$ cat src/rtl/regfile_writeback.sv
// Register-file write front end: arbitrates ALU and load results into a
// registered write port and tracks outstanding load destinations.
module regfile_writeback #(
    parameter int unsigned STARVE_LIMIT = 4,
    parameter int unsigned STREAK_W     = 4
) (
    input  logic        clk,
    input  logic        rst_n,
    input  logic        alu_valid,
    output logic        alu_ready,
    input  logic [4:0]  alu_rd,
    input  logic [31:0] alu_data,
    input  logic        load_valid,
    output logic        load_ready,
    input  logic [4:0]  load_rd,
    input  logic [31:0] load_data,
    input  logic        ld_issue_valid,
    input  logic [4:0]  ld_issue_rd,
    output logic [4:0]  write_select,
    output logic [31:0] write,
    output logic [31:0] pending
);

    localparam logic [STREAK_W-1:0] LIMIT = STREAK_W'(STARVE_LIMIT);

    logic [STREAK_W-1:0] streak;
    logic [STREAK_W-1:0] streak_nxt;
    logic                force_alu;
    logic                alu_xfer;
    logic                load_xfer;
    logic [4:0]          sel_nxt;
    logic [31:0]         data_nxt;
    logic [31:0]         pending_nxt;

    // Readies are gated by rst_n so nothing is accepted while reset is held.
    always_comb begin
        force_alu  = alu_valid && (streak >= LIMIT);
        load_ready = rst_n && !force_alu;
        alu_ready  = rst_n && !(load_valid && !force_alu);
        alu_xfer   = alu_valid && alu_ready;
        load_xfer  = load_valid && load_ready;
    end

    always_comb begin
        streak_nxt = streak;
        if (!alu_valid || alu_xfer) begin
            streak_nxt = '0;
        end else if (load_xfer && (streak < LIMIT)) begin
            streak_nxt = streak + STREAK_W'(1);
        end
    end

    always_comb begin
        sel_nxt  = '0;
        data_nxt = '0;
        if (alu_xfer && (alu_rd != 5'd0)) begin
            sel_nxt  = alu_rd;
            data_nxt = alu_data;
        end else if (load_xfer && (load_rd != 5'd0)) begin
            sel_nxt  = load_rd;
            data_nxt = load_data;
        end
    end

    // Clear before set so a same-cycle reissue keeps the register pending.
    always_comb begin
        pending_nxt = pending;
        if (load_xfer && (load_rd != 5'd0)) begin
            pending_nxt[load_rd] = 1'b0;
        end
        if (ld_issue_valid && (ld_issue_rd != 5'd0)) begin
            pending_nxt[ld_issue_rd] = 1'b1;
        end
        pending_nxt[0] = 1'b0;
    end

    always_ff @(posedge clk or negedge rst_n) begin
        if (!rst_n) begin
            streak       <= '0;
            write_select <= '0;
            write        <= '0;
            pending      <= '0;
        end else begin
            streak       <= streak_nxt;
            write_select <= sel_nxt;
            write        <= data_nxt;
            pending      <= pending_nxt;
        end
    end

    a_one_grant: assert property (@(posedge clk) disable iff (!rst_n)
        !(alu_xfer && load_xfer));

endmodule

$ cat config.mk
export PLATFORM = sky130hd
export DESIGN_NAME = regfile_writeback
export DESIGN_NICKNAME = d
export VERILOG_FILES = /design/src/rtl/regfile_writeback.sv
export SDC_FILE = /design/constraint.sdc
export NUM_CORES = 1
export LEC_CHECK = 0
export CORE_AREA = 2 2 75 106
export CTS_CLUSTER_SIZE = 28
export DETAILED_ROUTE_END_ITERATION = 6
export DIE_AREA = 0 0 77 108
export PLACE_DENSITY = 0.85
export SLEW_MARGIN = 5
export SYNTH_ARGS = -nofsm -noshare
export SYNTH_HDL_FRONTEND = slang
export SYNTH_SLANG_ARGS = --single-unit
$ cat constraint.sdc
create_clock -name clk -period 3.6 [get_ports clk]
set_input_delay 0.36 -clock clk [delete_from_list [all_inputs] [get_ports clk]]
set_output_delay 0.36 -clock clk [all_outputs]
set_load 0.1 [all_outputs]
; After elaboration in Yosys (flattened, before gate mapping)
; Index checks and enable logic that the tools add are counted.
[op_classes]
muxes = 12
n_reduce_logical = 20
magnitude_cmp = 6
bitwise = 3
add_sub_neg = 1
[op_table]
columns = operator, count
row1 = $mux W32, 4
row2 = $and A32 B32 Y32, 1
row3 = $not A32 Y32, 1
row4 = $or A32 B32 Y32, 1
row5 = $reduce_bool A5 Y1, 3
row6 = $logic_and A1 B1 Y1, 12
row7 = $lt A5 B6 Y1 const B, 2
row8 = $demux W1 S5, 2
row9 = $ge A5 B1 Y1 const B, 2
row10 = $mux W5, 2
row11 = $mux W4, 2
row12 = $add A4 B1 Y4 const B, 1
row13 = $ge A4 B3 Y1 const B, 1
row14 = $lt A4 B3 Y1 const B, 1
row15 = $logic_not A1 Y1, 3
row16 = $mux W1, 2
row17 = $reduce_bool A2 Y1, 1
row18 = $logic_or A1 B1 Y1, 1
[totals]
out_inout_bits = 71
register_bits = 72
input_bits = 84

; Longest topological paths before layout
[depth]
ltp_word = 9
depth_mapped = 5

; Worst setup path after synthesis
; Ideal clock, no wire load.
[synth_timing]
kind = register to output
start = reg streak[2]
end = out alu_ready
required_time_ps = 3240
setup_slack_ps = 550
path_stages_with_launch = 3
arrival_time_ps = 2690
path_buffers = 0
path_cell_list = dfrtp_1 o21ai_0 a21boi_0
[synth_via]
elab_chain_len = 6
[synth_lines]
columns = element, line_no
row1 = "start, declared", 26  ; logic [STREAK_W-1:0] streak;
row2 = "start signal, assigned", 84  ; streak <= streak_nxt;
row3 = $ge A4 B3 Y1, 37  ; force_alu = alu_valid && (streak >= LIMIT);
row4 = $logic_and A1 B1 Y1, 37
row5 = $logic_not A1 Y1, 39  ; alu_ready = rst_n && !(load_valid && !force_alu);
row6 = $logic_and A1 B1 Y1, 39
row7 = $logic_not A1 Y1, 39
row8 = $logic_and A1 B1 Y1, 39
row9 = "end, declared", 10  ; output logic alu_ready,
; No other way between the ends.

; Worst setup path in the final report
[layout_timing]
start = in rst_n
end = reg write[25]
[layout_via]
elab_chain_len = 5
elab_cells_between_ends = 8
[layout_lines]
columns = element, line_no
row1 = "start, declared", 8  ; input logic rst_n,
row2 = $logic_and A1 B1 Y1, 38  ; load_ready = rst_n && !force_alu;
row3 = $logic_and A1 B1 Y1, 41  ; load_xfer = load_valid && load_ready;
row4 = $logic_and A1 B1 Y1, 59  ; end else if (load_xfer && (load_rd != 5'd0)) begin
row5 = $mux W32, 59
row6 = $mux W32 *, 56  ; if (alu_xfer && (alu_rd != 5'd0)) begin
row7 = named net data_nxt[25], 32  ; logic [31:0] data_nxt;
row8 = "end signal, assigned", 86  ; write <= data_nxt;
row9 = "end, declared", 20  ; output logic [31:0] write,
; The timed path passes the listed nets; every way through them passes the cells marked *.
; A chain may end at the register's enable or synchronous reset.

==> flow_summary_export.csv <==
group,metric,value,unit
run_status,status,"completed",
clocking,clock_latency,340,ps
min_path,hold_depth,1,
global_routing,grt_first_pass_wirelength,14700,um
power_and_ir_drop,p_leak,0.00229,uW
min_path,hold_path.class,"flip-flop to flip-flop",
synthesis,synthesis.area,3190,um^2
worst_setup_path,crit_path_top_delay_cell,"a211oi_4",
synthesis,synth.largest_area_cell,"dfrtp_1",
route,vias,2884,
worst_setup_path,critical_path.startpoint_type,"primary input",
clocking,cts-root-buf,"clkbuf_8",
global_routing,track_usage,22.9,%
floorplanning,dieArea,8320,um^2
floorplanning,die_w,77,um
worst_setup_path,worst_path_largest_cell_delay,600,ps
cells_and_area,fillerInstances,567,
synthesis,synthCells,269,
worst_setup_path,reg2regPathDepth,4,
synthesis,synth.most_common_cell,"dfrtp_1",
route,firstDrtPassIters,4,
worst_setup_path,reg2reg_from,"streak[2]$_DFFE_PN0P_",
synthesis,synth_area_leaders,"dfrtp_1, a22o_1, a22oi_1, o21ai_0, inv_1",
route,drt-total-wl,9410,um
timing,fmax,0.400,GHz
timing,worstMarginPinSlew,1230,ps
synthesis,async_flop_share,100,%
route,drtIter0Drc,202,
global_routing,grt_max_degree,50,
global_routing,grt_remaining_overflow,0,
power_and_ir_drop,power_per_cell_area,446,nW/um^2
synthesis,synth_flop_cell,"dfrtp_1",
synthesis,synth.distinct_cells,45,
flow_run,drv_cap,0,
worst_setup_path,worstPathCellList,"dlygate4sd3_1 -> buf_4 -> nand2_2 -> a211oi_4 -> buf_4 -> a22o_1",
worst_setup_path,path_class,"primary input to flip-flop",
synthesis,synth_edf_count,0,
floorplanning,core,7310,um^2
min_path,hp-start,"streak[1]$_DFFE_PN0P_",
global_routing,antenna_found_initial,0,
timing,slew_headroom,17.6,%
cells_and_area,drive_above_1_share,7.28,%
route,ant_nets,0,
global_routing,grt_pass1_vias,2901,
placed_design,dpl_cell_area,4750,um^2
worst_setup_path,critPathMaxFanout,31,
clocking,cts.path.max_buffers,2,
power_and_ir_drop,p_total,2200,uW
timing,fin_crit_sh,69.4,%
route,drc,0,
timing,skew,8.06,ps
synthesis,avgSynthCellArea,11.9,um^2
synthesis,ys_ff_latch,72,
timing,tns,0,ps
worst_setup_path,reg2reg_slack,1520,ps
cells_and_area,final_cell_area,4940,um^2
clocking,cts.sinks,72,
synthesis,yosysTopAreaCellShare,56.4,%
synthesis,synth_common_cells,"dfrtp_1, a22o_1, inv_1, o21ai_0, a22oi_1",
floorplanning,io_pins,155,
clocking,cts_inserted_buffers,9,
floorplanning,num_rows,37,
placed_design,routabilityCongestion,0.832,
worst_setup_path,worstSetupEndpointType,"flip-flop",
timing,setup_violations,0,
timing,rsz0062_at_grt,"false",
floorplanning,die_h,108,um
worst_setup_path,r2r_end,"write[25]$_DFF_PN0_",
timing,hold_violations,0,
power_and_ir_drop,ir_drop,0.299,mV
clocking,cts_tree,"done",
route,wl_per_cell,18.0,um
cells_and_area,area_growth_syn_to_layout,54.7,%
route,viasPerCell,5.51,
synthesis,seq_area_frac_synth,56.4,%
worst_setup_path,worst_ep_required_time,3880,ps
min_path,hold_end,"streak[1]$_DFFE_PN0P_",
clocking,htree_levels,3,
clocking,clkTransAtPathRegs,80,ps
timing,slew_violations,0,
synthesis,ys_warn_count,0,
placed_design,io_buffers,153,
worst_setup_path,critPathArrivalTime,2770,ps
cells_and_area,nNetsFinal,506,
timing,period_needed,2500,ps
synthesis,synth_nets,354,
worst_setup_path,path_common_cell,"buf_4",
floorplanning,start_util,43.6,%
worst_setup_path,worst-path-buf-inv,3,
placed_design,dp_hpwl,6870,um
worst_setup_path,critical_path.top_delay_family,"buffers and inverters",
cells_and_area,antenna_cells,0,
-- area by class of cell --
| class | count | area (um^2) | share of cell area [%] |
|---|---|---|---|
| clock buffer | 12 | 135 | 2.74 |
| clock inverter | 4 | 45.0 | 0.912 |
| inverter | 25 | 93.8 | 1.90 |
| multi-input combinational | 157 | 1190 | 24.1 |
| sequential | 72 | 1800 | 36.5 |
| tap | 97 | 121 | 2.46 |
| timing repair buffer | 156 | 1550 | 31.4 |
-- where the power goes --
| part | switching [uW] | internal, uW |
|---|---|---|
| sequential | 25.8 | 857 |
| clock | 289 | 318 |
| combinational | 502 | 212 |
| total | 817 | 1390 |
-- how the worst max path moves through the flow --
stage,cells past startpoint,slack (ps),from,to
4_1_cts,6,1060,rst_n,write[25]$_DFF_PN0_
2_1_floorplan,2,550,streak[2]$_DFFE_PN0P_,alu_ready
6_report,6,1100,rst_n,write[25]$_DFF_PN0_
3_3_place_gp,5,1200,alu_valid,write[29]$_DFF_PN0_
3_5_place_dp,5,1140,alu_valid,write[25]$_DFF_PN0_
5_1_grt,6,890,rst_n,write[12]$_DFF_PN0_
-- cell families after synthesis --
kind of cell / Yosys count / share of synthesized area (%)
fa+ha+maj: 1 / 0.392
flops: 72 / 56.4
buf+inv: 40 / 6.47
compound gates: 98 / 24.0
simple gates: 57 / 12.6
other cells: 1 / 0.117
-- layout by cell type, fill, tap and decap left out, drive strengths merged, types with 2 or more instances in the layout --
cell	netlist	layout
clkdlybuf4s50	0	150
dfrtp	72	72
a22o	37	37
inv	25	25
o21ai	23	23
a22oi	21	21
nand2	20	20
clkbuf	1	12
o41ai	8	8
buf	14	5
nor2	5	5
o21a	3	3
and2	3	3
and4b	3	3
nand3b	3	3
and2b	3	3
clkinv	0	3
nor4b	3	3
or3b	3	3
nor3	2	2
a211oi	2	2
nor2b	2	2
nor4bb	2	2
o221ai	2	2
nor4	2	2
-- metal layers --
layer  part of all wire [%]  vias up  routed length, um  global-route usage (%)
li1                       -     1298                  -                       -
met4                    2.7        0                252                    12.8
met5                      0        -                  0                       0
met3                    7.6       19                715                    5.68
met2                     53      166               5000                    39.1
met1                     37     1401               3440                    26.5
-- state kept, by name, summed over array words and instances (netlist names) --
signal	count
write	32
pending	31
write_select	5
streak	4
-- timing repair --
action | 4_1_cts | 5_1_grt
endpoints found under the hold margin | 23 | 0
endpoints found under the setup margin | 0 | 0
buffers inserted | 0 | 0
resized for setup | 0 | 0
hold buffers | 1 | 0
-- metrics by stage --
step,utilization (%),hold slack [ps],instances,setup slack [ps]
final,67.5,510,523,1100
after global placement,64.9,291,506,1200
after detailed placement,64.9,301,506,1140
after CTS,67.5,512,523,1060
after global routing,67.5,531,523,891
after floorplan,-,64.4,269,550
Power figures use the tool's default switching activity.
